`config.mk`:
```
export PLATFORM = sky130hd
export DESIGN_NAME = match_event_counter
export DESIGN_NICKNAME = d
export VERILOG_FILES = /design/src/rtl/seg7_pkg.sv /design/src/rtl/bcd_digit.sv /design/src/rtl/match_event_counter.sv
export SDC_FILE = /design/constraint.sdc
export NUM_CORES = 1
export LEC_CHECK = 0
export CAP_MARGIN = 5
export CORE_ASPECT_RATIO = 1.4
export CORE_UTILIZATION = 54
export CTS_CLUSTER_DIAMETER = 100
export DETAILED_ROUTE_END_ITERATION = 7
export GPL_ROUTABILITY_DRIVEN = 0
export PLACE_DENSITY = 0.85
export SYNTH_ARGS = -nofsm -noshare
export SYNTH_HDL_FRONTEND = slang
export SYNTH_SLANG_ARGS = --single-unit
```
`constraint.sdc`:
```
create_clock -name clk -period 2.58 [get_ports clk]
set_input_delay 0.645 -clock clk [delete_from_list [all_inputs] [get_ports clk]]
set_output_delay 0.645 -clock clk [all_outputs]
set_load 0.02 [all_outputs]
```
`src/rtl/seg7_pkg.sv`:
```
// seg7_pkg: BCD digit type, digit limit and active-low seven-segment glyphs
package seg7_pkg;
    typedef logic [3:0] bcd_t;
    localparam bcd_t BCD_MAX = 4'd9;
    localparam logic [6:0] SEG_0     = 7'b1000000;
    localparam logic [6:0] SEG_1     = 7'b1111001;
    localparam logic [6:0] SEG_2     = 7'b0100100;
    localparam logic [6:0] SEG_3     = 7'b0110000;
    localparam logic [6:0] SEG_4     = 7'b0011001;
    localparam logic [6:0] SEG_5     = 7'b0010010;
    localparam logic [6:0] SEG_6     = 7'b0000010;
    localparam logic [6:0] SEG_7     = 7'b1111000;
    localparam logic [6:0] SEG_8     = 7'b0000000;
    localparam logic [6:0] SEG_9     = 7'b0010000;
    localparam logic [6:0] SEG_BLANK = 7'b1111111;
    // Codes 10-15 never occur in a valid count; show them as blank.
    function automatic logic [6:0] seg7_decode(input bcd_t d);
        case (d)
            4'd0: return SEG_0;
            4'd1: return SEG_1;
            4'd2: return SEG_2;
            4'd3: return SEG_3;
            4'd4: return SEG_4;
            4'd5: return SEG_5;
            4'd6: return SEG_6;
            4'd7: return SEG_7;
            4'd8: return SEG_8;
            4'd9: return SEG_9;
            default: return SEG_BLANK;
        endcase
    endfunction
endpackage

```
`src/rtl/bcd_digit.sv`:
```
// bcd_digit: one decade of the BCD counter with combinational carry out
module bcd_digit
    import seg7_pkg::*;
(
    input  logic clk,
    input  logic rst,
    input  logic clr,
    input  logic inc,
    output bcd_t q,
    output logic carry
);
    assign carry = inc & (q == BCD_MAX);
    // Clear wins over increment; 9 rolls to 0 and hands the carry upward.
    always_ff @(posedge clk or posedge rst) begin
        if (rst) q <= 4'd0;
        else if (clr) q <= 4'd0;
        else if (inc) q <= (q == BCD_MAX) ? 4'd0 : q + 4'd1;
    end
endmodule

```
`src/rtl/match_event_counter.sv`:
```
// match_event_counter: counts det high runs in 4-digit BCD and drives a muxed 7-seg display
module match_event_counter
    import seg7_pkg::*;
#(
    parameter int REFRESH_BITS = 16,
    parameter bit BLANK_LZ     = 1'b1
) (
    input  logic        clk,
    input  logic        rst,
    input  logic        det,
    input  logic        en,
    input  logic        clr,
    output logic [15:0] count_bcd,
    output logic        ovf,
    output logic [6:0]  seg,
    output logic [3:0]  an
);
    logic                    r_det_q;
    logic                    r_det_qq;
    logic                    r_primed;
    logic [REFRESH_BITS-1:0] r_refresh;
    logic                    w_rise;
    logic [3:0]              w_inc;
    logic [3:0]              w_carry;
    logic [3:0]              w_blank;
    logic [1:0]              w_sel;
    bcd_t                    w_dig [4];

    // Edge detect; on the first edge after reset both stages load det so a
    // det already high at reset release is not mistaken for a new match.
    always_ff @(posedge clk or posedge rst) begin
        if (rst) begin
            r_primed <= 1'b0;
            r_det_q  <= 1'b0;
            r_det_qq <= 1'b0;
        end else begin
            r_primed <= 1'b1;
            r_det_q  <= det;
            r_det_qq <= r_primed ? r_det_q : det;
        end
    end

    assign w_rise     = r_det_q & ~r_det_qq;
    assign w_inc[0]   = w_rise & en;
    assign w_inc[3:1] = w_carry[2:0];

    genvar d;
    generate
        for (d = 0; d < 4; d++) begin : g_dig
            bcd_digit u_dig (
                .clk   (clk),
                .rst   (rst),
                .clr   (clr),
                .inc   (w_inc[d]),
                .q     (w_dig[d]),
                .carry (w_carry[d])
            );
        end
    endgenerate

    assign count_bcd = {w_dig[3], w_dig[2], w_dig[1], w_dig[0]};

    // Sticky overflow on a thousands-digit carry (9999 -> 0000).
    always_ff @(posedge clk or posedge rst) begin
        if (rst) ovf <= 1'b0;
        else if (clr) ovf <= 1'b0;
        else if (w_carry[3]) ovf <= 1'b1;
    end

    // Free-running refresh counter; its top two bits pick the lit digit.
    always_ff @(posedge clk or posedge rst) begin
        if (rst) r_refresh <= '0;
        else r_refresh <= r_refresh + 1'b1;
    end

    assign w_sel      = r_refresh[REFRESH_BITS-1 -: 2];
    assign w_blank[3] = BLANK_LZ && (w_dig[3] == 4'd0);
    assign w_blank[2] = w_blank[3] && (w_dig[2] == 4'd0);
    assign w_blank[1] = w_blank[2] && (w_dig[1] == 4'd0);
    assign w_blank[0] = 1'b0;

    // Registered anode and segment drive for the currently selected digit.
    always_ff @(posedge clk or posedge rst) begin
        if (rst) begin
            an  <= 4'b1110;
            seg <= SEG_0;
        end else begin
            an  <= ~(4'b0001 << w_sel);
            seg <= w_blank[w_sel] ? SEG_BLANK : seg7_decode(w_dig[w_sel]);
        end
    end
endmodule

```
==> results.py, run 1 <==
metrics = {
    "global_route": {
        "gr-usage-all-layers": 0.211,
        "grt.overflow.total": 0,
        "grt_max_degree": 29,
        "grt_pass1_wl_um": 7530,
        "antenna_found_initial": 0,
        "grt_pass1_vias": 1735,
    },
    "finish": {
        "mostFrequentLayoutCells": "43 x dfrtp_1, 32 x clkdlybuf4s50_1, 22 x nor2_1",
        "drive_above_1_share": 0.110,
        "diodes": 0,
        "layout_commonest_cell": "dfrtp_1",
        "fin_nets": 282,
        "area_delta_synth_final_pct": 20.3,
        "final_area_um2": 2920,
    },
    "cts": {
        "cts_made_buffers": 5,
        "cts_root_buf": "clkbuf_8",
        "cts_setup_buffers": 0,
        "clkSinkCount": 47,
        "htreeDepth": 2,
        "hold_buffers": 0,
        "clk_latency_ns": 0.31,
        "path_clk_slew_ns": 0.09,
        "cts_resized": 0,
        "cts_buffer_depth": 2,
        "cts_tree": "yes",
    },
    "floorplanning": {
        "start_util": 0.568,
        "die_y_um": 81.3,
        "die-area_um2": 4770,
        "coreArea_um2": 4270,
        "dieWidth_um": 58.7,
        "num_io_pins": 33,
        "rows": 28,
    },
    "setup_path": {
        "slowest_delay_ns": 0.68,
        "crit_path_cell_trace": "clkdlybuf4s50_1",
        "crit_family": "buffers and inverters",
        "path_max_fanout": 9,
        "worstPathRequired_ns": 1.93,
        "criticalPathCategory": "reg2out",
        "slowest_stage": "clkdlybuf4s50_1",
        "worst-path-buf-inv": 1,
        "worst_setup_path_end_kind": "output pin",
        "start_kind": "register",
        "arrival_ns": 1.53,
    },
    "routing": {
        "drtAntennaViolNets": 0,
        "wl_per_cell_um": 14.3,
        "drt-initial-drc-count": 57,
        "routed_via_density": 5.72,
        "drc": 0,
        "totalWireLength_um": 4630,
        "dr.pass1.iters": 4,
        "vias": 1852,
    },
    "sta": {
        "tightest_slew_ns": 0.702,
        "fin_crit_sh": 0.845,
        "fmax_ghz": 0.459,
        "final.setup.tns_ns": 0,
        "hold_violations": 0,
        "rsz0062_at_grt": "no",
        "fin_crit_ns": 2.18,
        "slew_viol_final": 0,
        "setup_viol": 0,
        "max-slew-margin-rel": 0.529,
        "fin_skew_ns": 0.00712,
    },
    "power": {
        "power_leakage_nw": 1.22,
        "pwr_density_cell_nw_per_um2": 443,
        "vdd_ir_drop_max_v": 0.000348,
        "total_power_mw": 1.29,
    },
    "place": {
        "portBuffers": 32,
        "hpwl_um": 3230,
        "placed_cell_area_um2": 2820,
    },
    "logic_synthesis": {
        "synth_area_per_cell_um2": 10.6,
        "postSynthCellCount": 228,
        "synth_cell_type_count": 45,
        "synth_edf_count": 0,
        "syn_area_um2": 2430,
        "yosys_warnings": 0,
        "synthesis.nets": 247,
        "synth-main-ff-cell": "dfrtp_1",
        "synth_async_sr_flop_share": 1.00,
        "ys_seq_area_frac": 0.487,
        "yosys_register_bits": 47,
    },
    "flow_run": {
        "maxCapViolCount": 0,
    },
    "run_status": {
        "status": "finished, final reports clean",
    },
    "min_path": {
        "hold_path_class": "reg2reg",
    },
}
## synth_stat cells (all sizes together) (2+ instances only)
cell type / number / area [µm²]
a41oi: 2 / 25.0
a21oi: 12 / 60.1
mux2: 3 / 33.8
or2: 2 / 12.5
o21ai: 11 / 55.1
nand2: 15 / 56.3
dfrtp: 43 / 1080
nor2: 22 / 82.6
nor4: 5 / 46.3
nand4: 5 / 31.3
xnor2: 12 / 105
ha: 14 / 175
nand3b: 6 / 45.0
mux4: 4 / 90.1
nand2b: 5 / 31.3
inv: 14 / 52.6
mux2i: 4 / 40.0
buf: 4 / 25.0
nand3: 13 / 65.1
xor2: 4 / 35.0
a311oi: 2 / 17.5
dfstp: 4 / 105
and3b: 2 / 17.5
clkbuf: 3 / 11.3
## worst paths after layout
kind                       slack, ns  cells past startpoint                     end                       startpoint
max                             0.40                      1           count_bcd[12]  g_dig[3].u_dig.q[0]$_DFFE_PP0P_
min                             0.48                      1  r_refresh[0]$_DFF_PP0_           r_refresh[0]$_DFF_PP0_
max reg2reg                     0.52                      4        seg[3]$_DFF_PP0_          r_refresh[14]$_DFF_PP0_
min reg2reg                     0.48                      1  r_refresh[0]$_DFF_PP0_           r_refresh[0]$_DFF_PP0_
max in group asynchronous       1.34                      3         an[3]$_DFF_PP1_                              rst
min in group asynchronous       0.66                      2        seg[1]$_DFF_PP0_                              rst
## layer usage
metal	vias to the layer above	share of wire	GRT usage
met5	-	0	0
met4	0	0.023	0.110
met3	11	0.047	0.0334
met2	67	0.52	0.382
met1	908	0.41	0.236
li1	866	-	-
## cell families (layout without fill, tap and decap cells)
group	after synthesis	count (layout)	share of synthesized area
AND/OR/NAND/NOR	83	83	0.185
flip-flops	47	47	0.487
AO/OA/AOI/OAI	35	35	0.0923
buffers and inverters	21	57	0.0366
XOR/XNOR	16	16	0.0578
adder cells (fa/ha/maj)	14	14	0.0722
multiplexers	11	11	0.0676
other	1	1	0.00155
## state kept, by name (all words and copies together), names as in the netlist
| register | cells |
|---|---|
| r_primed | 1 |
| seg | 7 |
| an | 4 |
| g_dig.u_dig.q | 16 |
| r_det_qq | 1 |
| r_refresh | 16 |
| r_det_q | 1 |
| ovf | 1 |
## power by group
group | internal (mW) | leakage, nW | switching (mW) | total [mW]
registers | 0.744 | 0.619 | 0.00401 | 0.748
logic | 0.0307 | 0.557 | 0.0413 | 0.0720
clock network | 0.219 | 0.0474 | 0.255 | 0.473
## area by class of cell
type                    count  area [µm²]
clock inverters             2        16.3
clock buffers               6        82.6
flip-flops and latches     47        1180
fillers                   319        1360
well taps                  60        75.1
inverters                  14        52.6
repair buffers             35         355
multi-input cells         160        1160
## worst reg2reg max path, delay by kind of cell (launching register included)
family             cells  cell delay [ns]
DFF                    1             0.63
AOI/OAI and AO/OA      3             0.59
muxes                  1             0.69
## metrics by stage
stage	hold slack (ns)	util	std cells	setup WS [ns]
after floorplan	0.439	-	228	0.713
after global placement	0.457	0.660	316	0.323
after detailed placement	0.460	0.660	316	0.274
after CTS	0.480	0.683	324	0.404
after global routing	0.499	0.683	324	0.360
final	0.477	0.683	324	0.400
Note: power is estimated with default switching activity, not from simulation.
==> run 2, diff against run 1 <==
--- a/config.mk
+++ b/config.mk
@@ -7,11 +7,11 @@
 export LEC_CHECK = 0
 export CAP_MARGIN = 5
 export CORE_ASPECT_RATIO = 1.4
-export CORE_UTILIZATION = 54
+export CORE_UTILIZATION = 49
 export CTS_CLUSTER_DIAMETER = 100
 export DETAILED_ROUTE_END_ITERATION = 7
 export GPL_ROUTABILITY_DRIVEN = 0
-export PLACE_DENSITY = 0.85
+export PLACE_DENSITY = 0.81
 export SYNTH_ARGS = -nofsm -noshare
 export SYNTH_HDL_FRONTEND = slang
 export SYNTH_SLANG_ARGS = --single-unit
==> constraint.sdc (replaced) <==
create_clock -name clk -period 1.95 [get_ports clk]
set_input_delay 0.4875 -clock clk [delete_from_list [all_inputs] [get_ports clk]]
set_output_delay 0.4875 -clock clk [all_outputs]
set_load 0.02 [all_outputs]
==> run 2 against run 1 <==
Cell area grew 5.3%. Global-route usage is 0.25 points higher. First-iteration DRC count rose by 16%. Critical path depth unchanged. Sequential power is 32% higher. Core utilization decreased by 2.1 points. Clock skew decreased by 0.00072 ns. Combinational power rose by 42%. Power up 41%.
==> results.py, run 2 (same netlist as run 1, synthesis figures left out) <==
metrics = {
    "finish": {
        "drive_above_1_share": 0.176,
        "fin_nets": 296,
        "diodes": 0,
        "reg_top3": "g_dig.u_dig.q x16, r_refresh x16, seg x7",
        "fill_cells": 386,
        "area_delta_synth_final_pct": 26.7,
        "layout_commonest_cell": "dfrtp_1",
        "mostFrequentLayoutCells": "37 x dfrtp_1, 22 x nor2_1, 22 x clkdlybuf4s50_1",
        "final_util": 0.662,
    },
    "cts": {
        "cts_buffer_depth": 2,
        "path_clk_slew_ns": 0.09,
        "cts_made_buffers": 5,
        "cts_resized": 3,
        "cts_root_buf": "clkbuf_8",
        "htreeDepth": 2,
        "cts_tree": "yes",
        "cts_setup_buffers": 0,
        "clkSinkCount": 47,
        "clk_latency_ns": 0.31,
        "hold_buffers": 0,
    },
    "routing": {
        "routed_via_density": 5.49,
        "dr.pass1.iters": 4,
        "drtAntennaViolNets": 0,
        "wl_per_cell_um": 13.9,
        "drc": 0,
        "vias": 1868,
        "drt-initial-drc-count": 66,
        "totalWireLength_um": 4740,
    },
    "place": {
        "place_ws_ns": -0.101,
        "hpwl_um": 3350,
        "portBuffers": 32,
    },
    "sta": {
        "tightest_slew_ns": 0.612,
        "max-slew-margin-rel": 0.588,
        "setup_viol": 0,
        "fmax_ghz": 0.522,
        "fin_crit_sh": 0.982,
        "rsz0062_at_grt": "no",
        "fin_skew_ns": 0.00641,
        "slew_viol_final": 0,
        "fin_crit_ns": 1.91,
        "setup_slack_ns": 0.0356,
        "hold_violations": 0,
    },
    "setup_path": {
        "start_kind": "register",
        "path_max_fanout": 1,
        "worstPathRequired_ns": 1.46,
        "worstReg2RegEnd": "g_dig[3].u_dig.q[0]$_DFFE_PP0P_",
        "rrSetupSlack_ns": 0.14,
        "r2r-start": "g_dig[2].u_dig.q[1]$_DFFE_PP0P_",
        "crit_path_cell_trace": "clkdlybuf4s50_1",
        "slowest_delay_ns": 0.59,
        "crit_family": "buffers and inverters",
        "worst_setup_path_end_kind": "output pin",
        "slowest_stage": "clkdlybuf4s50_1",
        "reg2reg_depth": 7,
        "criticalPathCategory": "reg2out",
        "worst-path-buf-inv": 1,
        "arrival_ns": 1.43,
    },
    "power": {
        "p_comb_frac": 0.056,
        "switching_share": 0.222,
        "internal-power_mw": 1.42,
        "pwr_density_cell_nw_per_um2": 593,
        "vdd_ir_drop_max_v": 0.000474,
        "power.switching_mw": 0.406,
        "pwr-share-clk": 0.402,
        "power_leakage_nw": 1.42,
        "total_power_mw": 1.82,
        "seq_power_share": 0.542,
    },
    "floorplanning": {
        "coreArea_um2": 4640,
        "die-area_um2": 5240,
        "num_io_pins": 33,
        "die_y_um": 85.3,
        "start_util": 0.522,
        "dieWidth_um": 61.5,
        "rows": 29,
    },
    "global_route": {
        "antenna_found_initial": 0,
        "gr-usage-all-layers": 0.214,
        "grt.overflow.total": 0,
        "grt_max_degree": 48,
        "grt_pass1_wl_um": 8430,
        "grt_pass1_vias": 1852,
    },
    "min_path": {
        "hold-path-cell-count": 1,
        "min_from": "r_refresh[0]$_DFF_PP0_",
        "hold_path_class": "reg2reg",
        "holdPathEnd": "r_refresh[0]$_DFF_PP0_",
    },
    "flow_run": {
        "maxCapViolCount": 0,
    },
    "run_status": {
        "status": "finished, final reports clean",
    },
}
## run 2: cell types whose count changed in the layout (fill, tap and decap cells not counted), moves of 6 or more
cell / change
dfrtp_1: -6
buf_4: +14
dfrtp_2: +6
dlymetal6s2s_1: +9
clkdlybuf4s50_1: -10
## run 2: worst max-delay path by stage
stage | from | end | slack, ns | depth (start not counted)
floorplan | g_dig[0].u_dig.q[0]$_DFFE_PP0P_ | g_dig[3].u_dig.q[3]$_DFFE_PP0P_ | 0.08 | 5
global placement | en | g_dig[3].u_dig.q[0]$_DFFE_PP0P_ | -0.09 | 6
detailed placement | en | g_dig[3].u_dig.q[0]$_DFFE_PP0P_ | -0.10 | 6
CTS | g_dig[2].u_dig.q[3]$_DFFE_PP0P_ | count_bcd[11] | 0.002 | 1
global route | g_dig[0].u_dig.q[1]$_DFFE_PP0P_ | count_bcd[1] | 0.0008 | 2
finish | an[1]$_DFF_PP1_ | an[1] | 0.04 | 1
## run 2: routing by layer
metal  GRT usage  wire length, µm  vias to the layer above
met5           0                0                        -
met1       0.279             2040                      915
met4      0.0909              108                        0
li1            -                -                      892
met2       0.339             2420                       51
met3      0.0457              166                       10
## run 2: layout make-up
class                      count  area [µm²]  area share
inverter                      14        52.6      0.0171
multi-input combinational    160        1160       0.376
timing repair buffer          49         482       0.157
tap                           62        77.6      0.0252
clock buffer                   5        68.8      0.0224
clock inverter                 3        47.5      0.0155
sequential                    47        1190       0.387
## run 2: power groups by stage
| stage | registers (mW) | logic [mW] | clock network, mW |
|---|---|---|---|
| 6_report | 0.989 | 0.102 | 0.733 |
| 5_1_grt | 0.991 | 0.114 | 0.789 |
| 4_1_cts | 0.989 | 0.104 | 0.748 |
| 3_5_place_dp | 1.01 | 0.104 | 0 |
| 3_3_place_gp | 1.01 | 0.101 | 0 |
| 2_1_floorplan | 1.02 | 0.0469 | 0 |
## run 2: stage by stage
| step | cells | hold slack (ns) | TNS, ns | cell area, µm² |
|---|---|---|---|---|
| finish | 340 | 0.481 | 0 | 3070 |
| global placement | 332 | 0.455 | -0.190 | 2930 |
| floorplan | 228 | 0.439 | 0 | 2430 |
| CTS | 340 | 0.481 | 0 | 3050 |
| detailed placement | 332 | 0.460 | -0.248 | 2930 |
| global route | 340 | 0.502 | 0 | 3070 |
==> run 3, diff against run 2 <==
--- a/config.mk
+++ b/config.mk
@@ -5,13 +5,13 @@
 export SDC_FILE = /design/constraint.sdc
 export NUM_CORES = 1
 export LEC_CHECK = 0
-export CAP_MARGIN = 5
+export CAP_MARGIN = 0
 export CORE_ASPECT_RATIO = 1.4
-export CORE_UTILIZATION = 49
+export CORE_UTILIZATION = 54
 export CTS_CLUSTER_DIAMETER = 100
 export DETAILED_ROUTE_END_ITERATION = 7
 export GPL_ROUTABILITY_DRIVEN = 0
-export PLACE_DENSITY = 0.81
+export PLACE_DENSITY = 0.85
 export SYNTH_ARGS = -nofsm -noshare
 export SYNTH_HDL_FRONTEND = slang
 export SYNTH_SLANG_ARGS = --single-unit
==> constraint.sdc (replaced) <==
create_clock -name clk -period 2 [get_ports clk]
set_input_delay 0.5 -clock clk [delete_from_list [all_inputs] [get_ports clk]]
set_output_delay 0.5 -clock clk [all_outputs]
set_load 0.02 [all_outputs]
==> run 3 against run 2 <==
Clock skew up 0.0033 ns. Register-to-register slack worse by 0.04 ns. Largest cell class unchanged. Core utilization up 4.2 points. First-iteration DRC count down 26%. Critical endpoint is now count_bcd[15]. Sequential share of layout area up 0.78 points.
==> results.py, run 3 (same netlist as run 1, synthesis figures left out) <==
metrics = {
    "sta": {
        "setup_viol": 0,
        "hold_violations": 0,
        "fin_crit_ns": 1.95,
        "tightest_slew_ns": 0.624,
        "fin_skew_ns": 0.00971,
        "fin_crit_sh": 0.973,
        "max-slew-margin-rel": 0.580,
        "fmax_ghz": 0.514,
        "hold_ws_ns": 0.477,
        "slew_viol_final": 0,
    },
    "routing": {
        "drc": 0,
        "vias": 1868,
        "wl_per_cell_um": 14.1,
        "drtAntennaViolNets": 0,
        "drt-initial-drc-count": 49,
        "dr.pass1.iters": 4,
        "routed_via_density": 5.58,
        "totalWireLength_um": 4710,
    },
    "global_route": {
        "grt_pass1_wl_um": 7760,
        "antenna_found_initial": 0,
        "grt_max_degree": 48,
        "gr-usage-all-layers": 0.219,
        "grt_pass1_vias": 1659,
        "grt.overflow.total": 0,
    },
    "setup_path": {
        "worst-path-buf-inv": 1,
        "crit_family": "buffers and inverters",
        "slowest_delay_ns": 0.66,
        "slowest_stage": "clkdlybuf4s50_1",
        "worst_setup_path_end_kind": "output pin",
        "startpoint": "g_dig[3].u_dig.q[3]$_DFFE_PP0P_",
        "arrival_ns": 1.45,
        "worstPathRequired_ns": 1.50,
        "r2r-start": "g_dig[0].u_dig.q[1]$_DFFE_PP0P_",
        "criticalPathCategory": "reg2out",
        "worstReg2RegEnd": "g_dig[3].u_dig.q[3]$_DFFE_PP0P_",
        "rrSetupSlack_ns": 0.10,
        "start_kind": "register",
        "reg2reg_depth": 6,
        "path_max_fanout": 7,
        "crit_path_cell_trace": "clkdlybuf4s50_1",
    },
    "floorplanning": {
        "die_y_um": 81.3,
        "die-area_um2": 4770,
        "num_io_pins": 33,
        "rows": 28,
        "dieWidth_um": 58.7,
        "start_util": 0.568,
        "coreArea_um2": 4270,
    },
    "cts": {
        "clkSinkCount": 47,
        "hold_buffers": 0,
        "cts_root_buf": "clkbuf_8",
        "cts_buffer_depth": 2,
        "htreeDepth": 2,
        "clk_latency_ns": 0.31,
        "path_clk_slew_ns": 0.10,
        "cts_made_buffers": 5,
        "cts_tree": "yes",
    },
    "finish": {
        "final_cells": 335,
        "fin_nets": 293,
        "mostFrequentLayoutCells": "38 x dfrtp_1, 29 x clkdlybuf4s50_1, 22 x nor2_1",
        "layout_commonest_cell": "dfrtp_1",
        "area_delta_synth_final_pct": 24.0,
        "final_area_um2": 3010,
        "final_util": 0.704,
        "reg_top3": "g_dig.u_dig.q x16, r_refresh x16, seg x7",
        "drive_above_1_share": 0.164,
        "diodes": 0,
    },
    "power": {
        "total_power_mw": 1.66,
        "power_leakage_nw": 1.32,
        "pwr_density_cell_nw_per_um2": 550,
        "vdd_ir_drop_max_v": 0.000491,
    },
    "min_path": {
        "hold-path-cell-count": 1,
        "holdPathEnd": "r_refresh[5]$_DFF_PP0_",
        "hold_path_class": "reg2reg",
        "min_from": "r_refresh[5]$_DFF_PP0_",
    },
    "place": {
        "placed_cell_area_um2": 2900,
        "dp_cells": 327,
        "portBuffers": 32,
        "hpwl_um": 3330,
    },
    "flow_run": {
        "maxCapViolCount": 0,
    },
    "run_status": {
        "status": "finished, final reports clean",
    },
}
[run 3: layer usage]
layer  vias to the layer above  track usage  share of wire
met4                         0        0.100          0.019
met5                         -            0              0
met3                         6       0.0334          0.037
met2                        49        0.359           0.51
met1                       927        0.283           0.43
li1                        886            -              -
[run 3: worst max path at each step]
stage                                            to  cells past startpoint
floorplan           g_dig[3].u_dig.q[3]$_DFFE_PP0P_                      5
global placement    g_dig[3].u_dig.q[0]$_DFFE_PP0P_                      6
detailed placement  g_dig[3].u_dig.q[3]$_DFFE_PP0P_                      5
CTS                                    count_bcd[5]                      2
global route        g_dig[3].u_dig.q[3]$_DFFE_PP0P_                      6
finish                                count_bcd[15]                      1
[run 3: where the power goes]
part	total [mW]	switching [mW]	leakage, nW	internal (mW)
clock network	0.591	0.341	0.0408	0.250
registers	0.964	0.00419	0.611	0.960
logic	0.0997	0.0564	0.671	0.0433
total	1.66	0.402	1.32	1.25
[run 3: area by class of cell]
class	count	area (µm²)
timing repair buffer	46	445
sequential	47	1190
fill	334	1260
multi-input combinational	160	1160
clock buffer	5	68.8
inverter	14	52.6
clock inverter	3	23.8
tap	60	75.1
[run 3: stage by stage]
stage                 TNS, ns  worst slack, ns
finish                      0           0.0531
global route        -0.000890        -0.000890
CTS                         0          0.00994
detailed placement     -0.185           -0.132
global placement      -0.0790          -0.0437
floorplan                   0            0.133
[run 3: timing repair]
item,in CTS,in global routing
buffers inserted,0,0
hold endpoints to repair,0,0
endpoints found under the setup margin,1,7
resized for setup,1,7
